File: config.mk
export PLATFORM = sky130hd
export DESIGN_NAME = contador_con_echo
export DESIGN_NICKNAME = d
export VERILOG_FILES = /design/src/rtl/ultrasonido_pkg.sv /design/src/rtl/contador_con_echo_sincronizador_flanco.sv /design/src/rtl/contador_con_echo.sv
export SDC_FILE = /design/constraint.sdc
export NUM_CORES = 1
export LEC_CHECK = 0
export ABC_AREA = 1
export CORE_AREA = 3 3 53 104
export CTS_CLUSTER_SIZE = 25
export DETAILED_ROUTE_END_ITERATION = 7
export DIE_AREA = 0 0 56 107
export GPL_ROUTABILITY_DRIVEN = 0
export HOLD_SLACK_MARGIN = 0.06
export PLACE_DENSITY_LB_ADDON = 0.25
export SYNTH_ARGS = -nofsm -noshare
export SYNTH_HDL_FRONTEND = slang
export SYNTH_SLANG_ARGS = --single-unit
File: constraint.sdc
create_clock -name clk -period 1.7 [get_ports clk]
set_input_delay 0.17 -clock clk [delete_from_list [all_inputs] [get_ports clk]]
set_output_delay 0.17 -clock clk [all_outputs]
set_load 0.02 [all_outputs]
File: src/rtl/ultrasonido_pkg.sv
// Shared constants and types for the ultrasonic ranging datapath.
package ultrasonido_pkg;

  localparam int unsigned CNT_WIDTH     = 20;
  localparam int unsigned CLK_PERIOD_NS = 20;
  localparam logic [CNT_WIDTH-1:0] CNT_MAX = '1;

  // Pulse measurement state: waiting for a pulse, or counting one.
  typedef enum logic {
    ST_REPOSO   = 1'b0,
    ST_MIDIENDO = 1'b1
  } estado_e;

endpackage : ultrasonido_pkg

File: src/rtl/contador_con_echo_sincronizador_flanco.sv
// Echo synchronizer chain plus previous-sample register and edge detection.
module sincronizador_flanco #(
  parameter int unsigned SYNC_STAGES = 2
) (
  input  logic clk_i,
  input  logic rst_ni,
  input  logic echo_i,
  output logic s_o,
  output logic sube_o,
  output logic baja_o
);

  logic [SYNC_STAGES-1:0] sync_q;
  logic                   s_prev_q;

  // Shift the asynchronous echo through the chain and keep the last sample.
  always_ff @(posedge clk_i) begin
    if (!rst_ni) begin
      sync_q   <= '0;
      s_prev_q <= 1'b0;
    end else begin
      sync_q   <= {sync_q[SYNC_STAGES-2:0], echo_i};
      s_prev_q <= sync_q[SYNC_STAGES-1];
    end
  end

  assign s_o    = sync_q[SYNC_STAGES-1];
  assign sube_o = s_o & ~s_prev_q;
  assign baja_o = ~s_o & s_prev_q;

endmodule : sincronizador_flanco

File: src/rtl/contador_con_echo.sv
// Echo pulse-width meter: saturating cycle counter with registered result.
module contador_con_echo
  import ultrasonido_pkg::*;
#(
  parameter int unsigned WIDTH       = CNT_WIDTH,
  parameter int unsigned SYNC_STAGES = 2
) (
  input  logic             clk,
  input  logic             rst_n,
  input  logic             echo,
  output logic [WIDTH-1:0] contador2,
  output logic             listo,
  output logic             desborde
);

  localparam logic [WIDTH-1:0] MAX_W = '1;
  localparam logic [WIDTH-1:0] UNO_W = WIDTH'(1);

  logic s, sube, baja;

  estado_e          estado_q, estado_d;
  logic [WIDTH-1:0] cnt_q, cnt_d;
  logic             sat_q, sat_d;
  logic [WIDTH-1:0] contador2_q, contador2_d;
  logic             desborde_q, desborde_d;
  logic             listo_q, listo_d;

  sincronizador_flanco #(
    .SYNC_STAGES (SYNC_STAGES)
  ) u_sync (
    .clk_i  (clk),
    .rst_ni (rst_n),
    .echo_i (echo),
    .s_o    (s),
    .sube_o (sube),
    .baja_o (baja)
  );

  // State, counter and published-result registers.
  always_ff @(posedge clk) begin
    if (!rst_n) begin
      estado_q    <= ST_REPOSO;
      cnt_q       <= '0;
      sat_q       <= 1'b0;
      contador2_q <= '0;
      desborde_q  <= 1'b0;
      listo_q     <= 1'b0;
    end else begin
      estado_q    <= estado_d;
      cnt_q       <= cnt_d;
      sat_q       <= sat_d;
      contador2_q <= contador2_d;
      desborde_q  <= desborde_d;
      listo_q     <= listo_d;
    end
  end

  // Next-state: start at 1 on a rising edge, saturate while high, publish on fall.
  always_comb begin
    estado_d    = estado_q;
    cnt_d       = cnt_q;
    sat_d       = sat_q;
    contador2_d = contador2_q;
    desborde_d  = desborde_q;
    listo_d     = 1'b0;
    unique case (estado_q)
      ST_REPOSO: begin
        cnt_d = '0;
        sat_d = 1'b0;
        if (sube) begin
          cnt_d    = UNO_W;
          estado_d = ST_MIDIENDO;
        end
      end
      ST_MIDIENDO: begin
        if (baja) begin
          contador2_d = cnt_q;
          desborde_d  = sat_q;
          listo_d     = 1'b1;
          cnt_d       = '0;
          sat_d       = 1'b0;
          estado_d    = ST_REPOSO;
        end else if (s) begin
          if (cnt_q == MAX_W) begin
            sat_d = 1'b1;
          end else begin
            cnt_d = cnt_q + UNO_W;
          end
        end
      end
      default: begin
        estado_d = ST_REPOSO;
      end
    endcase
  end

  assign contador2 = contador2_q;
  assign desborde  = desborde_q;
  assign listo     = listo_q;

endmodule : contador_con_echo

After elaboration in Yosys (flattened, before gate mapping) --
Cells that the tools add are included.
Operators by class: add/subtract/negate cells 1, multiply operators 0, div/mod/pow operators 0, order comparisons 0, equality and inequality tests 4, shifts and indexed selects 0, multiplexer cells 13, bitwise operators 5, reduce and logical (&&, ||, !) cells 4
Operator list (count):
- 20-bit 2-to-1 mux | 3
- 20-bit one-hot mux with 2 select lines | 1
- 20-bit by 1-bit adder with 20-bit output, second input constant | 1
- 20-bit equality test, second input constant | 1
- 2-bit AND reduction | 4
- 1-bit 2-to-1 mux | 7
- 3-bit by 2-bit inequality test with 1-bit output, second input constant | 2
- 1-bit one-hot mux with 2 select lines | 2
- 3-bit inequality test, second input constant | 1
- 1-bit inverter | 3
- 1-bit bitwise AND | 2
Word-level totals: flip-flop bits (word level) 47, bits in latches 0, RAM bits 0, bits in read-only memories 0, output and inout bits 22, word-level logic and storage cells 35, memories kept 0

Depth between registers and ports, before layout --
depth in word-level cells 5, mapped depth 11, mapped depth without buffers 11

Hierarchy --
Synthesis repeated with hierarchy kept, for this count alone.
Second synthesis, totals: cells, all modules 339, area total of the unflattened synthesis 2298.5 sq um
By module, submodules not included:
- contador_con_echo | instances 1, cells each 326, area an instance 2198.4 sq um, seq. area each 880.8 sq um
- sincronizador_flanco | instances 1, cells each 13, area an instance 100.1 sq um, seq. area each 60.1 sq um

Worst setup path after synthesis --
Ideal clock, no wire load.
kind flip-flop to flip-flop, start register cnt_q[1], end register cnt_q[18], library setup time 0.111 ns, arrival time 1.433 ns, required time 1.589 ns, slack 0.156 ns, cell stages (with the launch flop) 12, cells stage by stage dfxtp_1 > ha_1 > nand2_1 > nor2_4 > nand2_4 > nor2_4 > nand3_4 > nand2_4 > buf_12 > nand2_1 > nand2_1 > nor2_1
Between the ends: longest elaborated chain between the ends 5, elaborated cells between the ends (all ways) 8, classes of those cells 1 x add/sub; 2 x eq/ne; 4 x mux; 1 x reduce/logical
Ends and longest elaborated chain:
- from (decl) | RTL line contador_con_echo.sv:22 | logic [WIDTH-1:0] cnt_q, cnt_d;
- from (signal assigned) | RTL line contador_con_echo.sv:50 | cnt_q <= cnt_d;
- 20-bit by 1-bit adder with 20-bit output | RTL line contador_con_echo.sv:87 | cnt_d = cnt_q + UNO_W;
- 20-bit 2-to-1 mux | RTL line contador_con_echo.sv:84 | if (cnt_q == MAX_W) begin
- 20-bit 2-to-1 mux | RTL line contador_con_echo.sv:83 | end else if (s) begin
- 20-bit 2-to-1 mux | RTL line contador_con_echo.sv:76 | if (baja) begin
- 20-bit one-hot mux with 2 select lines | RTL line contador_con_echo.sv:66 | unique case (estado_q)
Several ways; a longest one is shown, not always the timed one. The select of a mux whose other input is x is not followed. A chain may end at the register's enable or synchronous reset.

Worst setup path after layout --
start register cnt_q[0], end register cnt_q[5]
The elaborated chain is that of the path after synthesis.

==> results.toml <==
[yosys]
ys_types = 25
synth_cells = 359
syn-num-nets = 363
seq_area_frac_synth_pct = 39.09
synth_area_um2 = 2407
ys_ff_latch = 47
yosys_warnings = 0
avgSynthCellArea_um2 = 6.706

[timing]
skew_ns = 0.007057
timing.final.crit_share_pct = 94.50
worstMarginPinSlew_ns = 0.4393
maxSlewHeadroom_pct = 70.68
timing.fmax_ghz = 0.6225
setup_ws_ns = 0.09348
finalHoldViolCount = 0
fin_crit_ns = 1.607
finalSetupViolCount = 0
rsz0062_at_grt = "yes"
slew_viol_final = 0

[clock_tree]
clockRootBuffer = "clkbuf_8"
h-tree-depth = 2
path_clk_slew_ns = 0.09
cts_sinks = 47
clock_latency_ns = 0.31
cts_tree = "done"
cts_buffers = 5
cts.path.max_buffers = 2

[power]
ir_drop_mv = 0.6121
p_per_area_nw_per_um2 = 759.3
power.leakage_nw = 1.009
pwr-share-seq_pct = 50.2
sw_frac_of_total_pct = 21.75
clkPwrFrac_pct = 44.0
p_comb_share_pct = 5.9
p_sw_mw = 0.4836
power_mw = 2.224
p_int_mw = 1.740

[final_layout]
antenna_cells = 0
layout_commonest_cell = "nand2_1"
fin_cells = 454
layout-drive-gt1-share_pct = 12.34
n_fill_cell = 468
fin_nets = 400
area_growth_pct = 21.67
layout_common_cells = "nand2_1 (92), nand3_1 (54), dfxtp_1 (46)"

[placed_design]
post-place-ws_ns = 0.001215
port_buffers = 24
placed_cells = 445
hpwlAfterDp_mm = 4.551

[outcome]
status = "finished clean"

[floorplan]
die_area_um2 = 5992
start_util_pct = 49.49
core_um2 = 4865
die_h_um = 107
num_rows = 36
die_w_um = 56
io_pins = 25

[routing]
avgViaCountPerCell = 5.244
wire_per_inst_um = 13.35
dr.pass1.iters = 5
first_iter_violations = 116
drc_errors = 0
vias = 2381
routed_wl_mm = 6.062
ant_nets = 0

[global_route]
antenna_found_initial = 0
grt_overflow = 0
track_usage_pct = 21.50
grt_pass1_wl_mm = 10.34
grt_max_degree = 26
grt_pass1_vias = 2283

[worst_setup_path]
path_max_fanout = 14
cp_slowest_stage_delay_ns = 0.34
worstPathArrival_ns = 1.82
path_cells = "ha_2 > nand2_1 > nor2_4 > nand2_4 > nor2_4 > nand3_4 > buf_4 > nand3_1 > nand2_1 > inv_1 > nor2_1"
required_ns = 1.91
cp-start-kind = "register"
cp-end-kind = "register"
crit_type = "register to register"
worst_path_max_delay_cell = "dfxtp_1"

[flow_run]
maxCapViolations = 0

[worst_hold_path]
min_path_type = "input port to register"
per-stage QoR:
step	util, %	area, µm²	hold WS, ns	setup TNS (ns)
final	60.21	2929	0.3864	0
after global routing	60.21	2929	0.4129	-0.07195
after CTS	59.72	2905	0.3941	0
after floorplan	-	2407	0.2676	0
after global placement	56.94	2770	0.3947	0
after detailed placement	56.94	2770	0.4014	0
Yosys cell counts:
cell      count  area (µm²)
nand3_1      54       270.3
buf_4         2       15.01
nor2_1       44       165.2
buf_12        1       20.02
inv_1        41       153.9
nand3_2       1       10.01
nand2_1      93       349.1
o21a_1        1       7.510
ha_1          1       12.51
clkinv_1      1       3.750
nand3b_1      3       22.52
xor2_1        1       8.760
nand4_1       4       25.02
clkbuf_1      9       33.78
dfxtp_1      47       940.9
buf_6         2       22.52
nor2_2        3       18.77
nand2_2       2       12.51
nand2_4       3       33.78
o21ai_0       6       30.03
nand3_4       1       17.52
a21oi_1      30       150.1
nor2_4        5       56.30
nor3_1        2       10.01
a21oi_2       2       17.52
routing by layer:
layer / part of all wire [%] / wire (µm) / track usage [%]
met3: 5.7 / 348 / 3.494
met4: 3.6 / 220 / 8.829
met1: 37 / 2237 / 22.94
met2: 54 / 3255 / 40.54
met5: 0 / 0 / 0
area by class of cell:
cell class,instances,area (µm²),share of cell area [%]
multi-input combinational,256,1235,42.16
clock inverter,2,60.06,2.050
clock buffer,6,72.57,2.478
sequential,47,942.2,32.17
tap,57,71.32,2.435
timing repair buffer,44,390.4,13.33
inverter,42,157.7,5.382
power by group through the flow:
| stage | logic, mW | clock network [mW] | registers, mW |
|---|---|---|---|
| 2_1_floorplan | 0.0888 | 0 | 1.14 |
| 3_3_place_gp | 0.129 | 0 | 1.14 |
| 3_5_place_dp | 0.130 | 0 | 1.14 |
| 4_1_cts | 0.130 | 0.989 | 1.12 |
| 5_1_grt | 0.147 | 1.01 | 1.12 |
| 6_report | 0.131 | 0.978 | 1.12 |
cell families after synthesis:
group | share of synthesized area, %
adders and majority gates | 0.5197
xor gates and xnor gates | 0.3639
and+or+nand+nor | 41.16
DFF | 39.09
AOI/OAI and AO/OA | 8.524
buffers and inverters | 10.34
worst paths after layout:
path                      end             start  slack, ns  cells after the start
max                  cnt_q[5]          cnt_q[0]       0.09                     11
min          u_sync.sync_q[0]              echo       0.39                      3
max reg2reg          cnt_q[5]          cnt_q[0]       0.09                     11
min reg2reg  u_sync.sync_q[1]  u_sync.sync_q[0]       0.42                      2
worst max-delay path, delay by kind of cell (launching register included):
family	cells	cell delay [ns]
adders and majority gates	1	0.20
and+or+nand+nor	8	0.71
DFF	1	0.34
buffers and inverters	2	0.26
repair_timing:
action                     CTS  global route
resized for setup            1             5
setup endpoints to repair    2            15
hold buffers                 0             0
buffers inserted             0             1
flip-flops by register name, indices dropped and copies added, names as in the netlist:
register         count
u_sync.s_prev_q      1
cnt_q               20
contador2           20
desborde             1
sat_q                1
listo                1
estado_q             1
u_sync.sync_q        2
No activity file was read; power rests on OpenSTA's default activity.
